## src/rtl/huffman_seq.sv

```systemverilog
// Sequential Huffman encoder: table lookup, one code bit per cycle, packed into nibbles.
// Optional statistics counters are enabled by defining HUFF_STATS_EN.
module huffman_seq #(
  parameter int SYM_W   = 4,
  parameter int MAX_LEN = 8
) (
  input  logic               CLK,
  input  logic               RST,
  input  logic               CFG_WE,
  input  logic [SYM_W-1:0]   CFG_ADDR,
  input  logic [MAX_LEN-1:0] CFG_CODE,
  input  logic [3:0]         CFG_LEN,
  input  logic               SYM_VALID,
  input  logic [SYM_W-1:0]   SYM_DATA,
  output logic               SYM_READY,
  input  logic               FLUSH,
  output logic               OUT_VALID,
  output logic [3:0]         OUT_DATA,
  input  logic               OUT_READY,
  output logic               BUSY,
  output logic               ERR,
  output logic [15:0]        SYM_CNT,
  output logic [15:0]        NIB_CNT
);

  localparam int DEPTH = 1 << SYM_W;

  typedef enum logic [1:0] {IDLE, SHIFT, EMIT, PAD} state_t;

  state_t             state, state_nx;
  logic [MAX_LEN-1:0] code_tbl [DEPTH];
  logic [3:0]         len_tbl  [DEPTH];
  logic [MAX_LEN-1:0] sreg;
  logic [3:0]         rem;
  logic [3:0]         acc;
  logic [2:0]         fill;
  logic               err_q;
  logic [MAX_LEN-1:0] sel_code;
  logic [3:0]         sel_len;
  logic               accept;
  logic               out_hs;
  logic [1:0]         bit_idx;

  // Left-align a right-aligned code so its first bit sits at the shift-register MSB.
  function automatic logic [MAX_LEN-1:0] align_code(input logic [MAX_LEN-1:0] code,
                                                    input logic [3:0] len);
    logic [4:0] sh;
    sh = 5'(MAX_LEN) - {1'b0, len};
    return code << sh;
  endfunction

  // Keep only the filled high bits of a partial nibble.
  function automatic logic [3:0] pad_nib(input logic [3:0] nib, input logic [2:0] f);
    logic [3:0] m;
    m = 4'b1111 << (3'd4 - f);
    return nib & m;
  endfunction

  // Table reads are combinational, so a same-cycle write still yields the old entry.
  assign sel_code = code_tbl[SYM_DATA];
  assign sel_len  = len_tbl[SYM_DATA];
  assign accept   = (state == IDLE) && SYM_VALID;
  assign out_hs   = (state == EMIT) && OUT_READY;
  assign bit_idx  = 2'd3 - fill[1:0];

  assign SYM_READY = (state == IDLE);
  assign BUSY      = (state != IDLE);
  assign OUT_VALID = (state == EMIT);
  assign OUT_DATA  = (state == EMIT) ? acc : 4'd0;
  assign ERR       = err_q;

  always_ff @(posedge CLK) begin
    if (RST) begin
      for (int i = 0; i < DEPTH; i++) len_tbl[i] <= '0;
    end else if (CFG_WE) begin
      len_tbl[CFG_ADDR] <= CFG_LEN;
    end
  end

  always_ff @(posedge CLK) begin
    if (CFG_WE) code_tbl[CFG_ADDR] <= CFG_CODE;
  end

  always_ff @(posedge CLK) begin
    if (accept) sreg <= align_code(sel_code, sel_len);
    else if (state == SHIFT) sreg <= sreg << 1;
  end

  always_comb begin
    state_nx = state;
    case (state)
      IDLE: begin
        if (SYM_VALID) begin
          if (sel_len != 4'd0) state_nx = SHIFT;
        end else if (FLUSH && (fill != 3'd0)) begin
          state_nx = PAD;
        end
      end
      SHIFT: begin
        if (fill == 3'd3)     state_nx = EMIT;
        else if (rem == 4'd1) state_nx = IDLE;
      end
      EMIT: begin
        if (OUT_READY) state_nx = (rem != 4'd0) ? SHIFT : IDLE;
      end
      PAD:     state_nx = EMIT;
      default: state_nx = IDLE;
    endcase
  end

  always_ff @(posedge CLK) begin
    if (RST) begin
      state <= IDLE;
      fill  <= '0;
      rem   <= '0;
      acc   <= '0;
      err_q <= 1'b0;
    end else begin
      state <= state_nx;
      err_q <= accept && (sel_len == 4'd0);
      case (state)
        IDLE: begin
          if (accept && (sel_len != 4'd0)) rem <= sel_len;
        end
        SHIFT: begin
          acc[bit_idx] <= sreg[MAX_LEN-1];
          fill         <= fill + 3'd1;
          rem          <= rem - 4'd1;
        end
        EMIT: begin
          if (OUT_READY) begin
            fill <= '0;
            acc  <= '0;
          end
        end
        PAD: begin
          acc  <= pad_nib(acc, fill);
          fill <= 3'd4;
        end
        default: ;
      endcase
    end
  end

`ifdef HUFF_STATS_EN
  logic [15:0] sym_cnt, nib_cnt;

  always_ff @(posedge CLK) begin
    if (RST) begin
      sym_cnt <= '0;
      nib_cnt <= '0;
    end else begin
      if (accept) sym_cnt <= sym_cnt + 16'd1;
      if (out_hs) nib_cnt <= nib_cnt + 16'd1;
    end
  end

  assign SYM_CNT = sym_cnt;
  assign NIB_CNT = nib_cnt;
`else
  logic unused_hs;
  assign unused_hs = out_hs;
  assign SYM_CNT   = 16'd0;
  assign NIB_CNT   = 16'd0;
`endif

endmodule

```

## config.mk

```make
export PLATFORM = sky130hd
export DESIGN_NAME = huffman_seq
export DESIGN_NICKNAME = d
export VERILOG_FILES = /design/src/rtl/huffman_seq.sv
export SDC_FILE = /design/constraint.sdc
export NUM_CORES = 1
export LEC_CHECK = 0
export CAP_MARGIN = 20
export CORE_AREA = 4 4 187 189
export CTS_CLUSTER_SIZE = 30
export DETAILED_ROUTE_END_ITERATION = 7
export DIE_AREA = 0 0 191 193
export PLACE_DENSITY = 0.43
export SYNTH_ARGS = -nofsm -noshare
export SYNTH_HDL_FRONTEND = slang
export SYNTH_SLANG_ARGS = --single-unit
```

## constraint.sdc

```tcl
create_clock -name CLK -period 3.2 [get_ports CLK]
set_input_delay 0.8 -clock CLK [delete_from_list [all_inputs] [get_ports CLK]]
set_output_delay 0.8 -clock CLK [all_outputs]
set_load 0.01 [all_outputs]
```

# Word-level counts from Yosys, hierarchy flattened
# Memory sizes are Yosys's and may differ from the RTL's.
# Index checks and enable logic that the tools add are counted.
dict set report totals {
  wordCells 75
  reg_bits 22
  output_inout_bits 40
  ram_bits 192
  input_bits 26
  n_memories 2
}
dict set report op_classes {
  n_reduce_logical 18
  addsub 5
  shift 2
  muxes 29
  order_cmp 2
  bitwise_logic 1
  eq_ne 10
}
# memory words word_bits rd rd_clocked_by_memory_dff write_ports line
set memory_table {}
lappend memory_table {code_tbl 16 8 1 0 1 31} ;# logic [MAX_LEN-1:0] code_tbl [DEPTH];
lappend memory_table {len_tbl 16 4 1 0 16 32} ;# logic [3:0] len_tbl [DEPTH];
# op count
set op_table {}
lappend op_table {{$mux 4} 5}
lappend op_table {{$mux 8} 2}
lappend op_table {{$mux 2} 6}
lappend op_table {{$pmux 4 s3} 1}
lappend op_table {{$mux 1} 9}
lappend op_table {{$pmux 3 s3} 1}
lappend op_table {{$pmux 2 s4} 1}
lappend op_table {{$pmux 4 s2} 1}
lappend op_table {{$reduce_bool 4->1} 2}
lappend op_table {{$shl 8x5->8} 1}
lappend op_table {{$ne 3x2->1 const B} 2}
lappend op_table {{$reduce_bool 2->1} 3}
lappend op_table {{$reduce_bool 3->1} 2}
lappend op_table {{$logic_and 1x1->1} 5}
lappend op_table {{$sub 4x4->5 const A} 1}
lappend op_table {{$and 4x4->4} 1}
lappend op_table {{$bwmux 4} 1}
lappend op_table {{$eq 2x2->1 const B} 2}
lappend op_table {{$eq 4x1->1 const B} 1}
lappend op_table {{$logic_not 4->1} 1}
lappend op_table {{$ne 2x1->1 const B} 2}
lappend op_table {{$reduce_and 2->1} 2}
lappend op_table {{$reduce_and 4->1} 1}
lappend op_table {{$reduce_or 4->1} 1}
lappend op_table {{13 further kinds} 13}

# Logic depth before layout (Yosys ltp)
# Gate-level depths: netlist (run 1).
dict set report logic_depth {
  depth_word 7
  ltp_mapped 14
  ltp_nobuf 10
}

# Worst setup path after synthesis (run 1)
# Ideal clock, no wire load.
dict set report synth_timing {
  path_type {input-to-reg}
  start {input port SYM_DATA[3]}
  end {register sreg[7] (data pin)}
  setup_ns 0.261
  slack_ns -0.201
  cell_stages 14
  n_path_buf 4
  t_required_ns 2.939
  arrival_time_ns 3.140
  path_cell_list {clkbuf_1 > buf_2 > nor2b_1 > nand2_1 > nand4_4 > inv_2 > ha_1 > and3_1 > buf_4 > or2_1 > buf_4 > mux2i_1 > nor2b_1 > a221o_1}
}
dict set report synth_via {
  elab_chain_cells 4
  elab_cells_between_ends 5
  classes_between {add/sub: 1; shift: 1; mux: 1; memory: 2}
}
# element line
set synth_rtl {}
lappend synth_rtl {{start: declaration} 14} ;# input logic [SYM_W-1:0] SYM_DATA,
lappend synth_rtl {{$mem_v2 16x4} --}
lappend synth_rtl {{$sub 4x4->5} 48} ;# sh = 5'(MAX_LEN) - {1'b0, len};
lappend synth_rtl {{$shl 8x5->8 *} 49} ;# return code << sh;
lappend synth_rtl {{$mux 8 *} 85} ;# if (accept) sreg <= align_code(sel_code, sel_len);
lappend synth_rtl {{end signal: assignment} 85}
lappend synth_rtl {{end signal: assignment} 86} ;# else if (state == SHIFT) sreg <= sreg << 1;
lappend synth_rtl {{end: declaration} 33} ;# logic [MAX_LEN-1:0] sreg;
# Mark *: on every way between the ends. The rest lies on a longest branch, timed or not.
# A chain may end at the register's enable or synchronous reset.

# Final worst setup path (run 1)
dict set report layout_timing {
  start {input port SYM_DATA[1]}
  end {register sreg[7] (data pin)}
}
# The elaborated chain is that of the path after synthesis.

==> results of run 1 <==
-- registers in the layout (all words and copies together) (netlist names), named ones only --
register / count
ERR: 1
sreg: 8
rem: 4
fill: 3
len_tbl: 64
state: 2
code_tbl: 128
-- area by class of cell --
type	instances	area, um^2
Clock buffer	31	691
Clock inverter	16	193
Fill cell	3198	21400
Inverter	13	48.8
Multi-Input combinational cell	396	3210
Sequential cell	214	6290
Tap cell	448	561
Timing Repair Buffer	102	901
-- per-stage QoR --
stage | hold slack (ns) | instances
after floorplan | 0.443 | 689
after global placement | 0.454 | 1173
after detailed placement | 0.468 | 1173
after CTS | 0.475 | 1220
after global routing | 0.492 | 1220
final | 0.479 | 1220
-- worst max path at each step --
stage	slack (ns)	end
finish	0.18	sreg[7]$_DFFE_PP_
global route	0.03	sreg[7]$_DFFE_PP_
CTS	0.15	OUT_DATA[2]
detailed placement	-0.42	sreg[7]$_DFFE_PP_
global placement	-0.36	sreg[7]$_DFFE_PP_
floorplan	-0.09	sreg[7]$_DFFE_PP_
-- synthesized netlist by cell type, drive strengths merged, types with 2 or more instances --
cell type and number:
o31ai 3, nand2b 4, o211ai 3, or2 18, dfxtp 14, a32oi 2
ha 11, edfxtp 200, nand3 11, and2b 2, nor2 60, nand4 3
clkbuf 17, a22oi 19, nand2 33, mux2 4, mux2i 12, inv 13
a31oi 5, o21ai 8, mux4 48, nor2b 10, a21oi 17, buf 48
a211oi 3, and2 75, nor3 3
-- critical path: cells and delay by family --
| kind | cells | cell delay [ns] |
|---|---|---|
| AOI/OAI and AO/OA | 1 | 0.29 |
| buffers and inverters | 3 | 0.87 |
| muxes | 5 | 1.19 |
| and+or+nand+nor | 1 | 0.15 |
-- per-layer routing --
metal / up-vias / share of wire
met5: - / 0
met4: 0 / 0.015
met3: 25 / 0.041
met2: 131 / 0.47
met1: 2842 / 0.47
li1: 2600 / -
-- logic make-up after synthesis --
family / after synthesis
flip-flops: 214
buffers and inverters: 79
XOR/XNOR: 2
AO/OA/AOI/OAI: 66
adder cells (fa/ha/maj): 11
other: 1
multiplexers: 64
AND/OR/NAND/NOR: 221
-- what timing repair did --
action | CTS | global route
endpoints found under the hold margin | 0 | 0
endpoints found under the setup margin | 0 | 1
gates resized for setup | 0 | 1
-- where the power goes --
group | internal (uW) | leakage, uW | total, uW | switching [uW]
sequential | 3260 | 0.00197 | 3380 | 116
clock | 1810 | 0.000425 | 3000 | 1190
combinational | 491 | 0.00181 | 1070 | 582
total | 5560 | 0.00420 | 7450 | 1890
==> results.yml, run 1 <==
clock_network:
  cts_tree: "built"
  clock_sinks: 214
  root_buffer: "clkbuf_16"
  htree_levels: 1
  cts_hold_buf: 0
  cts_setup_buffers: 0
  clk_latency_ns: 0.54
  clock_path_buffers: 3
  cts_made_buffers: 27
  clkTransAtPathRegs_ns: 0.06
hold_path:
  holdPathEnd: "rem[1]$_SDFFE_PP0P_"
  min-delay-path-class: "reg2reg"
  holdPathStages: 2
  hold_start: "rem[1]$_SDFFE_PP0P_"
power:
  power_uw: 7450
  p_leak_uw: 0.00420
  peakVddDrop_mv: 0.377
  power_per_cell_area_nw_per_um2: 626
sta:
  relSlewSlack: 0.543
  timing.final.crit_share: 0.943
  drv_slew: 0
  tightest_slew_ns: 0.683
  setup_viol: 0
  hold_viol: 0
  fin_crit_ns: 3.02
  rsz0062_at_grt: "false"
  setup_ws_ns: 0.181
  fin_setup_tns_ns: 0
  fin_skew_ns: 0.0166
  clock.fmax_ghz: 0.331
floorplan:
  fp.dieArea_um2: 36900
  io_pins: 66
  initial_core_util: 0.297
  dieHeight_um: 193
  fp.dieW_um: 191
  core-area_um2: 33300
  rows: 67
final_layout:
  nNetsFinal: 791
  layout-drive-gt1-share: 0.232
  mostFrequentLayoutCells: "edfxtp_1 (200), and2_1 (75), buf_4 (64), nor2_1 (60), mux4_2 (34)"
  layout_commonest_cell: "edfxtp_1"
  final_cell_area_um2: 11900
  syn_to_final_growth_pct: 20.3
  final_util: 0.357
  antenna_cells: 0
synthesis:
  synth_top_family_by_area: "multiplexers"
  postSynthCellCount: 658
  synth-xor-area-share: 0.00177
  synth.area.mux_share: 0.131
  synth_area_per_cell_um2: 15.0
  yosysSeqAreaShare: 0.636
  synth_top_cell_area_share: 0.607
  ys_ff_latch: 214
  synth_edf_count: 200
  synthFlopType: "edfxtp_1"
  synth-compound-area-share: 0.0467
  yosys_warnings: 0
  ys_async_sr_fraction: 0
  synth_fa_ha_area_frac: 0.0139
  synth_area_leader_cell: "edfxtp_1"
  synth-simple-area-share: 0.117
  synth_area_leaders: "edfxtp_1 (61%), mux4_2 (7.7%), and2_1 (4.7%)"
  synth_cell_types: 52
  synthesis.area_um2: 9890
critical_path:
  r2r-end: "sreg[7]$_DFFE_PP_"
  ff2ff_setup_slack_ns: 0.48
  max_stage_delay_ns: 0.54
  cp.required_ns: 3.49
  cp.arrival_ns: 3.31
  reg2reg_from: "len_tbl[1][1]$_SDFFCE_PN0P_"
  r2r_cells: 10
  crit_top_cell: "mux2i_1"
  worstPathCellList: "clkdlybuf4s50_1, buf_4, buf_4, mux4_2, mux2i_1, mux2i_1, mux2i_1, mux2i_1, nor2b_1, a221o_1"
  cp_max_fo: 12
  start_kind: "input port"
  cpMaxStageDelayCell: "mux4_2"
  critPathKind: "in2reg"
  crit_start: "SYM_DATA[1]"
  end_kind: "register"
global_routing:
  grt_pass1_wl_um: 36300
  grt.met2_usage: 0.213
  grt-ovfl-total: 0
  antenna_found_initial: 1
  grt_use_total: 0.130
  grt_max_degree: 34
  busiest_layer: "met2"
  use_met3: 0.0182
  met1_usage: 0.184
  grt_pass1_vias: 5852
place:
  postPlaceCellArea_um2: 11000
  gp_congestion: 0.781
  hpwl_um: 17300
  portBuffers: 33
  place_ws_ns: -0.417
route:
  dr.pass1.iters: 5
  drt_iter0_drc: 447
  vias: 5598
  viasPerCell: 4.59
  drc: 0
  wire_per_inst_um: 19.6
  drt-total-wl_um: 23900
  drtAntennaViolNets: 0
status:
  status: "finished, final reports clean"
flow_run:
  cap_violations: 0
Power figures use the tool's default switching activity.
==> run 2, diff against run 1 <==
--- a/config.mk
+++ b/config.mk
@@ -10,6 +10,7 @@
 export CTS_CLUSTER_SIZE = 30
 export DETAILED_ROUTE_END_ITERATION = 7
 export DIE_AREA = 0 0 191 193
+export MAX_ROUTING_LAYER = met4
 export PLACE_DENSITY = 0.43
 export SYNTH_ARGS = -nofsm -noshare
 export SYNTH_HDL_FRONTEND = slang
==> results.yml, run 2 (synthesis gave the netlist of run 1 again) <==
clock_network:
  htree_levels: 1
  cts_hold_buf: 0
  root_buffer: "clkbuf_16"
  clk_latency_ns: 0.54
  cts_made_buffers: 27
  clock_sinks: 214
  clkTransAtPathRegs_ns: 0.05
  cts_tree: "built"
  clock_path_buffers: 3
critical_path:
  cp.arrival_ns: 3.38
  cp_max_fo: 8
  critPathKind: "in2reg"
  r2r-end: "sreg[3]$_DFFE_PP_"
  end_kind: "register"
  ff2ff_setup_slack_ns: 0.46
  reg2reg_from: "len_tbl[1][1]$_SDFFCE_PN0P_"
  start_kind: "input port"
  r2r_cells: 10
  cp.required_ns: 3.56
sta:
  rsz0062_at_grt: "false"
  tightest_slew_ns: 0.672
  hold_viol: 0
  fin_skew_ns: 0.0190
  clock.fmax_ghz: 0.330
  timing.final.crit_share: 0.946
  drv_slew: 0
  fin_crit_ns: 3.03
  relSlewSlack: 0.550
  setup_viol: 0
final_layout:
  nNetsFinal: 791
  layout-drive-gt1-share: 0.232
  regMostFlops: "code_tbl"
  layout_commonest_cell: "edfxtp_1"
  seq_area_um2: 6290
  syn_to_final_growth_pct: 20.3
  fillers: 3198
  final_cell_count_no_fill: 1220
  largest_reg_flops: 128
  multi_input_area_um2: 3210
  top_regs: "code_tbl x128, len_tbl x64, sreg x8"
  mostFrequentLayoutCells: "edfxtp_1 (200), and2_1 (75), buf_4 (64), nor2_1 (60), mux4_2 (34)"
  antenna_cells: 0
route:
  drc: 0
  wire_per_inst_um: 19.6
  drtAntennaViolNets: 0
  viasPerCell: 4.59
  vias: 5600
  drt_iter0_drc: 445
  drt-total-wl_um: 23900
  dr.pass1.iters: 5
hold_path:
  hold_start: "rem[1]$_SDFFE_PP0P_"
  holdPathEnd: "rem[1]$_SDFFE_PP0P_"
  min-delay-path-class: "reg2reg"
  holdPathStages: 2
place:
  hpwl_um: 17300
  portBuffers: 33
  dp_cells: 1173
  gp_congestion: 0.792
floorplan:
  fp.dieW_um: 191
  io_pins: 66
  core-area_um2: 33300
  fp.dieArea_um2: 36900
  dieHeight_um: 193
  rows: 67
  initial_core_util: 0.297
power:
  p_leak_uw: 0.00420
  power_uw: 7450
  power_per_cell_area_nw_per_um2: 627
  peakVddDrop_mv: 0.377
global_routing:
  grt_use_total: 0.134
  grt_pass1_vias: 5859
  grt_max_degree: 34
  grt_pass1_wl_um: 36300
  grt-ovfl-total: 0
  antenna_found_initial: 1
status:
  status: "finished, final reports clean"
flow_run:
  cap_violations: 0
## run 2: cell counts in the layout (fill, tap and decap cells not counted)
Identical to the previous run, type by type.
## run 2: what timing repair did
item	in CTS	in global routing
buffers inserted	0	0
gates resized for setup	0	1
endpoints found under the setup margin	0	1
## run 2: area by class of cell
type,instances,area share
Timing Repair Buffer,102,0.0757
Inverter,13,0.00410
Clock buffer,31,0.0581
Sequential cell,214,0.529
Tap cell,448,0.0471
Multi-Input combinational cell,396,0.270
Clock inverter,16,0.0162
## run 2: how the worst max path moves through the flow
stage / startpoint / to / slack, ns / cells past startpoint
floorplan: SYM_DATA[0] / sreg[7]$_DFFE_PP_ / -0.09 / 14
CTS: state[1]$_SDFFE_PP0P_ / OUT_DATA[2] / 0.15 / 3
global route: SYM_DATA[1] / sreg[7]$_DFFE_PP_ / 0.03 / 10
finish: SYM_DATA[1] / sreg[3]$_DFFE_PP_ / 0.17 / 12
global placement: SYM_DATA[1] / sreg[7]$_DFFE_PP_ / -0.36 / 12
detailed placement: SYM_DATA[1] / sreg[7]$_DFFE_PP_ / -0.42 / 12
## run 2: worst max-delay path, stage by stage
cell and delay, ns:
clkdlybuf4s50_1 0.46, buf_4 0.17, mux4_2 0.30, a22oi_1 0.22, nand3_1 0.15, inv_2 0.10, ha_4 0.13, and3_4 0.17
or2_1 0.22, buf_4 0.15, nand3_1 0.18, o31ai_1 0.32
## run 2: metal layers
layer | global-route usage | up-vias | share of wire
met4 | 0.0307 | 0 | 0.014
li1 | - | 2602 | -
met2 | 0.214 | 119 | 0.47
met1 | 0.184 | 2853 | 0.47
met5 | - | - | 0
met3 | 0.0169 | 26 | 0.039
## run 2: power breakdown
group | switching [uW] | leakage, uW | internal [uW]
clock network | 1190 | 0.000425 | 1810
registers | 117 | 0.00197 | 3260
logic | 581 | 0.00181 | 490
total | 1890 | 0.00420 | 5560
## run 2: per-stage QoR
step / setup TNS (ns) / instance area [um^2] / setup slack, ns / utilization / hold WS, ns
4_1_cts: 0 / 11900 / 0.151 / 0.357 / 0.475
2_1_floorplan: -0.157 / 10000 / -0.0885 / - / 0.443
5_1_grt: 0 / 11900 / 0.0256 / 0.357 / 0.492
3_5_place_dp: -3.55 / 11000 / -0.417 / 0.331 / 0.468
6_report: 0 / 11900 / 0.174 / 0.357 / 0.479
3_3_place_gp: -2.80 / 11000 / -0.358 / 0.331 / 0.454
==> run 3, diff against run 2 <==
--- a/config.mk
+++ b/config.mk
@@ -6,12 +6,14 @@
 export NUM_CORES = 1
 export LEC_CHECK = 0
 export CAP_MARGIN = 20
-export CORE_AREA = 4 4 187 189
+export CORE_AREA = 4 4 134 264
 export CTS_CLUSTER_SIZE = 30
 export DETAILED_ROUTE_END_ITERATION = 7
-export DIE_AREA = 0 0 191 193
+export DIE_AREA = 0 0 138 268
 export MAX_ROUTING_LAYER = met4
 export PLACE_DENSITY = 0.43
+export SKIP_LAST_GASP = 1
+export SLEW_MARGIN = 40
 export SYNTH_ARGS = -nofsm -noshare
 export SYNTH_HDL_FRONTEND = slang
 export SYNTH_SLANG_ARGS = --single-unit
==> results.yml, run 3 (synthesis gave the netlist of run 1 again) <==
critical_path:
  reg2reg_from: "len_tbl[14][1]$_SDFFCE_PN0P_"
  cp.required_ns: 3.58
  worstPathCellList: "clkdlybuf4s50_1, buf_4, buf_4, and2b_1, a22oi_2, nand2_1, a311oi_1, a31oi_1, a2111oi_1, a221o_1"
  cpMaxStageDelayCell: "clkdlybuf4s50_1"
  max_stage_delay_ns: 0.45
  r2r-end: "sreg[7]$_DFFE_PP_"
  cp_max_fo: 8
  crit_top_cell: "buf_4"
  cp.arrival_ns: 3.45
  ff2ff_setup_slack_ns: 0.56
  r2r_cells: 10
  start_kind: "input port"
  critPathKind: "in2reg"
  end_kind: "register"
place:
  portBuffers: 33
  place_ws_ns: -0.411
  hpwl_um: 19700
  gp_congestion: 0.815
power:
  p_leak_uw: 0.00414
  power_uw: 6990
  power_per_cell_area_nw_per_um2: 596
  peakVddDrop_mv: 0.354
global_routing:
  grt-ovfl-total: 0
  grt_pass1_wl_um: 39000
  grt_max_degree: 31
  antenna_found_initial: 0
  grt_pass1_vias: 6074
  grt_use_total: 0.145
sta:
  hold_viol: 0
  relSlewSlack: 0.545
  clock.fmax_ghz: 0.326
  fin_crit_ns: 3.07
  setup_ws_ns: 0.133
  tightest_slew_ns: 0.681
  rsz0062_at_grt: "false"
  timing.final.crit_share: 0.958
  setup_viol: 0
  fin_skew_ns: 0.00476
  hold_slack_ns: 0.476
  drv_slew: 0
route:
  wire_per_inst_um: 21.9
  drt_iter0_drc: 297
  drtAntennaViolNets: 0
  vias: 5634
  drt-total-wl_um: 26300
  drc: 0
  viasPerCell: 4.69
  dr.pass1.iters: 5
floorplan:
  dieHeight_um: 268
  rows: 95
  fp.dieW_um: 138
  io_pins: 66
  initial_core_util: 0.295
  core-area_um2: 33500
  fp.dieArea_um2: 37000
final_layout:
  mostFrequentLayoutCells: "edfxtp_1 (200), and2_1 (75), buf_4 (66), nor2_1 (60), mux4_2 (34)"
  syn_to_final_growth_pct: 18.7
  regMostFlops: "code_tbl"
  top_regs: "code_tbl x128, len_tbl x64, sreg x8"
  layout_commonest_cell: "edfxtp_1"
  layout-drive-gt1-share: 0.225
  fillers: 3290
  largest_reg_flops: 128
  nNetsFinal: 789
  antenna_cells: 0
clock_network:
  cts_setup_buffers: 0
  root_buffer: "clkbuf_16"
  clkTransAtPathRegs_ns: 0.07
  htree_levels: 1
  cts_made_buffers: 21
  clock_path_buffers: 3
  clock_sinks: 214
  clk_latency_ns: 0.50
  cts_tree: "built"
hold_path:
  min-delay-path-class: "reg2reg"
  holdPathStages: 2
status:
  status: "finished, final reports clean"
flow_run:
  cap_violations: 0
-- run 3: worst max-delay path by stage --
| stage | slack (ns) | start | depth (start not counted) | end |
|---|---|---|---|---|
| 6_report | 0.13 | SYM_DATA[3] | 10 | sreg[7]$_DFFE_PP_ |
| 5_1_grt | 0.04 | SYM_DATA[1] | 13 | sreg[5]$_DFFE_PP_ |
| 3_3_place_gp | -0.37 | SYM_DATA[1] | 12 | sreg[7]$_DFFE_PP_ |
| 2_1_floorplan | -0.09 | SYM_DATA[0] | 14 | sreg[7]$_DFFE_PP_ |
| 4_1_cts | 0.14 | SYM_DATA[1] | 13 | sreg[4]$_DFFE_PP_ |
| 3_5_place_dp | -0.41 | SYM_DATA[1] | 13 | sreg[4]$_DFFE_PP_ |
-- run 3: area by class of cell --
| class | count | area (um^2) | area share |
|---|---|---|---|
| Sequential cell | 214 | 6290 | 0.536 |
| Tap cell | 436 | 546 | 0.0465 |
| Inverter | 13 | 48.8 | 0.00416 |
| Timing Repair Buffer | 106 | 956 | 0.0815 |
| Clock buffer | 23 | 533 | 0.0454 |
| Clock inverter | 13 | 149 | 0.0127 |
| Multi-Input combinational cell | 396 | 3220 | 0.274 |
-- run 3: power breakdown --
part	switching [uW]	total, uW	leakage (uW)	internal [uW]
Combinational	600	1090	0.00184	485
Clock	1080	2530	0.000331	1450
Sequential	110	3370	0.00196	3260
Total	1790	6990	0.00414	5200
-- run 3: critical path: cells and delay by family --
family | cells | cell delay, ns
AND/OR/NAND/NOR | 2 | 0.43
AO/OA/AOI/OAI | 5 | 1.41
buffers and inverters | 3 | 0.79
-- run 3: what timing repair did --
action,4_1_cts,5_1_grt
endpoints found under the setup margin,0,2
hold buffers,0,0
resized for setup,0,1
-- run 3: stage by stage --
| step | TNS [ns] | utilization | instances | instance area [um^2] |
|---|---|---|---|---|
| after floorplan | -0.157 | - | 689 | 10000 |
| after global placement | -2.79 | 0.330 | 1165 | 11000 |
| after detailed placement | -3.22 | 0.330 | 1165 | 11000 |
| after CTS | 0 | 0.350 | 1201 | 11700 |
| after global routing | 0 | 0.350 | 1201 | 11700 |
| final | 0 | 0.350 | 1201 | 11700 |
-- run 3: metal layers --
layer | GRT usage | wire length (um) | share of wire | vias to the layer above
met1 | 0.138 | 8980 | 0.34 | 2876
met5 | - | 0 | 0 | -
met4 | 0.0706 | 1250 | 0.047 | 0
met2 | 0.283 | 15200 | 0.58 | 126
li1 | - | - | - | 2586
met3 | 0.0189 | 895 | 0.034 | 46
